**src/rtl/dmem_arb_pkg.sv**
```systemverilog
// Shared types and constants for the data-memory arbiter.
//   arb_state_t   : ownership state of the arbiter FSM
//   PORT_C/PORT_D : winner index (core load/store port, debug/loader port)
//   BURST_MAX_DEF : default number of consecutive grants before handing over
package dmem_arb_pkg;

  typedef enum logic [1:0] {
    IDLE  = 2'd0,
    OWN_C = 2'd1,
    OWN_D = 2'd2
  } arb_state_t;

  localparam logic PORT_C = 1'b0;
  localparam logic PORT_D = 1'b1;

  localparam int unsigned BURST_MAX_DEF = 4;

endpackage

```
**src/rtl/dmem_arb_fsm.sv**
```systemverilog
// Burst-fair ownership FSM for the two data-memory requesters.
// Ports:
//   clk, rst       : clock, asynchronous active-high reset
//   c_req, d_req   : request from core port / debug port
//   gnt_c, gnt_d   : combinational grant, at most one per cycle, 0 during reset
module dmem_arb_fsm
  import dmem_arb_pkg::*;
#(
  parameter int unsigned BURST_MAX = BURST_MAX_DEF
) (
  input  logic clk,
  input  logic rst,
  input  logic c_req,
  input  logic d_req,
  output logic gnt_c,
  output logic gnt_d
);

  localparam int unsigned CW = $clog2(BURST_MAX + 1);

  arb_state_t    state, state_n;
  logic [CW-1:0] cnt, cnt_n;
  logic          own_is_c;
  logic          own_req;
  logic          oth_req;
  logic          burst_done;

  // State and burst-count registers
  always_ff @(posedge clk or posedge rst) begin
    if (rst) begin
      state <= IDLE;
      cnt   <= '0;
    end else begin
      state <= state_n;
      cnt   <= cnt_n;
    end
  end

  // Winner selection; owner/other are folded so OWN_C and OWN_D share one path
  always_comb begin
    state_n    = state;
    cnt_n      = cnt;
    gnt_c      = 1'b0;
    gnt_d      = 1'b0;
    own_is_c   = (state == OWN_C);
    own_req    = own_is_c ? c_req : d_req;
    oth_req    = own_is_c ? d_req : c_req;
    burst_done = (cnt == CW'(BURST_MAX));

    if (!rst) begin
      case (state)
        IDLE: begin
          if (c_req) begin
            gnt_c   = 1'b1;
            state_n = OWN_C;
            cnt_n   = CW'(1);
          end else if (d_req) begin
            gnt_d   = 1'b1;
            state_n = OWN_D;
            cnt_n   = CW'(1);
          end
        end

        OWN_C, OWN_D: begin
          if (own_req && (!burst_done || !oth_req)) begin
            gnt_c = own_is_c;
            gnt_d = !own_is_c;
            // count saturates so a lone owner never wraps back under the limit
            if (!burst_done) begin
              cnt_n = cnt + CW'(1);
            end
          end else if (oth_req) begin
            gnt_c   = !own_is_c;
            gnt_d   = own_is_c;
            state_n = own_is_c ? OWN_D : OWN_C;
            cnt_n   = CW'(1);
          end else begin
            state_n = IDLE;
            cnt_n   = '0;
          end
        end

        default: begin
          state_n = IDLE;
          cnt_n   = '0;
        end
      endcase
    end
  end

endmodule

```
**src/rtl/dmem_arbiter.sv**
```systemverilog
// Shares a single-port data memory between the core load/store path (C)
// and a debug/loader port (D).
// Ports:
//   clk, rst                     : clock, asynchronous active-high reset
//   c_req/c_we/c_addr/c_wdata    : core request (held until c_gnt)
//   d_req/d_we/d_addr/d_wdata    : debug request (held until d_gnt)
//   c_gnt, d_gnt                 : combinational grant
//   c_rvalid, d_rvalid           : one-cycle pulse after a granted read
//   c_rdata, d_rdata             : registered read data, held until next read
//   core_stall                   : core requested but was not granted
//   mem_we, mem_a, mem_wd        : memory write enable, address, write data
//   mem_rd                       : memory read data (combinational from mem_a)
module dmem_arbiter
  import dmem_arb_pkg::*;
#(
  parameter int unsigned AW        = 32,
  parameter int unsigned DW        = 32,
  parameter int unsigned BURST_MAX = BURST_MAX_DEF
) (
  input  logic          clk,
  input  logic          rst,
  input  logic          c_req,
  input  logic          c_we,
  input  logic [AW-1:0] c_addr,
  input  logic [DW-1:0] c_wdata,
  input  logic          d_req,
  input  logic          d_we,
  input  logic [AW-1:0] d_addr,
  input  logic [DW-1:0] d_wdata,
  output logic          c_gnt,
  output logic          d_gnt,
  output logic          c_rvalid,
  output logic          d_rvalid,
  output logic [DW-1:0] c_rdata,
  output logic [DW-1:0] d_rdata,
  output logic          core_stall,
  output logic          mem_we,
  output logic [AW-1:0] mem_a,
  output logic [DW-1:0] mem_wd,
  input  logic [DW-1:0] mem_rd
);

  logic win_sel;
  logic win_we;
  logic c_rd_hit;
  logic d_rd_hit;

  dmem_arb_fsm #(
    .BURST_MAX (BURST_MAX)
  ) u_fsm (
    .clk   (clk),
    .rst   (rst),
    .c_req (c_req),
    .d_req (d_req),
    .gnt_c (c_gnt),
    .gnt_d (d_gnt)
  );

  // Memory mux; port C drives the bus when nobody is granted
  always_comb begin
    win_sel    = d_gnt ? PORT_D : PORT_C;
    win_we     = (win_sel == PORT_D) ? d_we : c_we;
    mem_a      = (win_sel == PORT_D) ? d_addr : c_addr;
    mem_wd     = (win_sel == PORT_D) ? d_wdata : c_wdata;
    mem_we     = win_we & (c_gnt | d_gnt);
    core_stall = c_req & ~c_gnt;
    c_rd_hit   = c_gnt & ~c_we;
    d_rd_hit   = d_gnt & ~d_we;
  end

  // Read-return registers; reset also cancels a pending rvalid
  always_ff @(posedge clk or posedge rst) begin
    if (rst) begin
      c_rvalid <= 1'b0;
      d_rvalid <= 1'b0;
      c_rdata  <= '0;
      d_rdata  <= '0;
    end else begin
      c_rvalid <= c_rd_hit;
      d_rvalid <= d_rd_hit;
      if (c_rd_hit) begin
        c_rdata <= mem_rd;
      end
      if (d_rd_hit) begin
        d_rdata <= mem_rd;
      end
    end
  end

endmodule

```
**config.mk**
```make
export PLATFORM = sky130hd
export DESIGN_NAME = dmem_arbiter
export DESIGN_NICKNAME = d
export VERILOG_FILES = /design/src/rtl/dmem_arb_pkg.sv /design/src/rtl/dmem_arb_fsm.sv /design/src/rtl/dmem_arbiter.sv
export SDC_FILE = /design/constraint.sdc
export NUM_CORES = 1
export LEC_CHECK = 0
export ABC_AREA = 1
export BUFFER_PORTS_ARGS = -buffer_cell sky130_fd_sc_hd__buf_2
export CAP_MARGIN = 10
export CORE_AREA = 8 8 110 112
export CTS_CLUSTER_DIAMETER = 200
export DETAILED_ROUTE_END_ITERATION = 7
export DIE_AREA = 0 0 118 120
export PLACE_DENSITY = 0.77
export SYNTH_ARGS = -nofsm -noshare
export SYNTH_HDL_FRONTEND = slang
export SYNTH_SLANG_ARGS = --single-unit
export TNS_END_PERCENT = 5
```
**constraint.sdc**
```tcl
create_clock -name clk -period 4 [get_ports clk]
set_clock_uncertainty 0.15 [all_clocks]
set_input_delay 0.2 -clock clk [delete_from_list [all_inputs] [get_ports clk]]
set_output_delay 0.2 -clock clk [all_outputs]
set_load 0.05 [all_outputs]
```
==> results.yml <==
synthesis:
  yosys.area.top_type: "dfrtp_1"
  synth_cell_types: 25
  yosys_warnings: 0
  synthCells: 567
  yosysSeqAreaShare: 0.4511
  syn_avg_cell_area_um2: 6.947
  synthFlopType: "dfrtp_1"
  synth_area_um2: 3939
  synth.area.top_cells: "dfrtp_1, nand2_1, nand4_1"
  synth-edff-count: 0
  ys_ff_latch: 71
  netlist_top_cells_count: "nand2_1, dfrtp_1, nand4_1"
  synth-async-reset-ratio: 1.000
  yosysTopAreaCellShare: 0.4511
  syn_nets: 739
  yosysMostFrequentCell: "nand2_1"
clock_network:
  cts_buffer_depth: 2
  cts_tree: "done"
  clkTransAtPathRegs_ns: 0.06
  htreeDepth: 3
  clock_sinks: 71
  ctsResizeCount: 0
  clk_latency_ns: 0.34
  cts-root-buf: "clkbuf_8"
  cts_buffers: 9
sta:
  worst_slack_ns: 0.6849
  finalCriticalPeriod_ns: 3.315
  rsz0062_at_grt: "false"
  finalSetupTns_ns: 0
  setup_viol: 0
  worstMarginPinSlew_ns: 1.026
  post-route-period-util: 0.8288
  finalHoldViolCount: 0
  maxSlewViolCount: 0
  slew-limit-headroom: 0.3148
  fmax_mhz: 301.7
finish:
  area_growth_pct: 52.76
  final_cell_area_um2: 6017
  layout-drive-gt1-share: 0.3705
  fillCellCount: 1001
  multi_input_area_um2: 1869
  regArea_um2: 1777
  utilization: 0.5726
  nNetsFinal: 1056
critical_path:
  worst_setup_path_start_kind: "register"
  endpoint_kind: "output port"
  slowest_delay_ns: 0.73
  critical_path.slowest_cell: "inv_2"
  cp_top_family: "buffers and inverters"
  crit_path_cell_trace: "ha_1 -> nand2_1 -> nand2_1 -> nand2_1 -> nand2_1 -> nand2_1 -> nand3_2 -> nand2_4 -> nand2_2 -> inv_2 -> nand2_1 -> nand2_1 -> buf_2"
  path_buf_inv: 2
  crit_fanout: 65
  cp.required_ns: 3.65
  crit_top_cell: "nand2_1"
  critPathArrivalTime_ns: 2.97
  criticalPathCategory: "reg -> out"
power_and_ir_drop:
  seqPwrFrac: 0.217
  p_int_w: 0.002185
  peakVddDrop_mv: 0.6862
  p_switching_w: 0.003448
  powerDensity_nw_per_um2: 936.1
  p_clk_frac: 0.102
  combPwrFrac: 0.681
  leakage_nw: 3.770
  switching_share: 0.6121
die:
  core-area_um2: 10510
  initial_utilization: 0.3749
  die_w_um: 118
  ios: 300
  rows: 38
  die_y_um: 120
  die-area_um2: 14160
min_path:
  hp-class: "in -> reg"
routing:
  drtIter0Drc: 358
  ant_nets: 0
  drc: 0
  vias_per_cell: 4.717
  via_count: 4854
  wl_per_cell_um: 16.58
  postRouteWirelength_um: 17060
  firstDrtPassIters: 5
global_route:
  grt_usage: 0.2324
  grt_max_degree: 66
  antenna_found_initial: 3
  grt_pass1_wl_um: 26220
  grt_pass1_vias: 4758
  grt-ovfl-total: 0
placed_design:
  dp_hpwl_um: 12980
  dpl_cell_area_um2: 5487
  io_buffer_count: 299
  place_congestion: 0.9468
  dpl_worst_slack_ns: 1.048
job:
  maxCapViolCount: 0
run_status:
  status: "completed"
-- metal layers --
metal / up-vias / routed length, um / GRT usage
met5: - / 19 / 0
met4: 4 / 376 / 0.07606
met3: 29 / 1775 / 0.08736
met2: 249 / 8061 / 0.3801
met1: 2184 / 6831 / 0.2779
li1: 2388 / - / -
-- worst register-to-register path: cells and delay by family, from the launching register on --
kind	cells	cell delay, ns
buffers and inverters	2	0.61
DFF	1	0.42
adders and majority gates	1	0.24
and+or+nand+nor	10	0.94
-- through the flow --
step           hold WS [ns]  instances  total power [W]
2_1_floorplan        0.1596        567         0.004129
3_3_place_gp         0.2617        980         0.005012
3_5_place_dp         0.2754        980         0.005045
4_1_cts              0.1652       1028         0.005664
5_1_grt              0.2411       1029         0.005965
6_report             0.2054       1029         0.005633
-- power groups by stage --
stage	Combinational, W	Clock (W)	Sequential, W
after floorplan	0.00188	0	0.00225
after global placement	0.00379	0	0.00122
after detailed placement	0.00383	0	0.00122
after CTS	0.00385	0.000593	0.00122
after global routing	0.00408	0.000623	0.00126
final	0.00383	0.000577	0.00122
-- layout by cell type, fill, tap and decap left out, drive strengths merged, types with 2 or more instances in the layout --
cell           n
a21oi          2
buf          305
clkbuf        12
clkinv         2
dfrtp         71
dlygate4sd3   33
ha             6
inv           20
nand2        376
nand3         10
nand4         33
nor2           6
o21ai          4
-- logic make-up after synthesis --
kind of cell    synth area share
compound gates           0.01493
flops                     0.4511
buf+inv                  0.07497
fa+ha+maj                0.01906
simple gates              0.4377
xor+xnor                0.002224
-- what timing repair did --
action,CTS,global route
hold buffers,33,0
endpoints found under the hold margin,103,0
buffers inserted,0,0
-- flip-flops by register name (all words and copies together), names as in the netlist --
signal and cells:
u_fsm.state 2, d_rvalid 1, d_rdata 32, c_rdata 32
c_rvalid 1, u_fsm.cnt 3
-- area by class of cell --
cell class | instances | share of cell area
Timing Repair Buffer | 338 | 0.3186
Multi-Input combinational cell | 443 | 0.3107
Sequential cell | 71 | 0.2953
Tap cell | 140 | 0.02911
Clock buffer | 12 | 0.02579
Inverter | 21 | 0.01310
Clock inverter | 3 | 0.007070
Antenna cell | 1 | 0.0004159
-- worst paths after layout --
kind | from | endpoint | slack, ns | cells past startpoint
setup reg to reg | u_fsm.state[0]$_DFFE_PP0P_ | d_rdata[26]$_DFFE_PP0P_ | 1.53 | 13
max in group asynchronous | rst | c_rdata[3]$_DFFE_PP0P_ | 2.32 | 4
hold reg to reg | d_rdata[11]$_DFFE_PP0P_ | d_rdata[11]$_DFFE_PP0P_ | 0.32 | 2
setup / recovery | u_fsm.state[0]$_DFFE_PP0P_ | mem_a[31] | 0.68 | 13
hold / removal | c_req | u_fsm.state[1]$_DFFE_PP0P_ | 0.21 | 4
min in group asynchronous | rst | d_rdata[25]$_DFFE_PP0P_ | 0.47 | 3
Power figures use the tool's default switching activity.
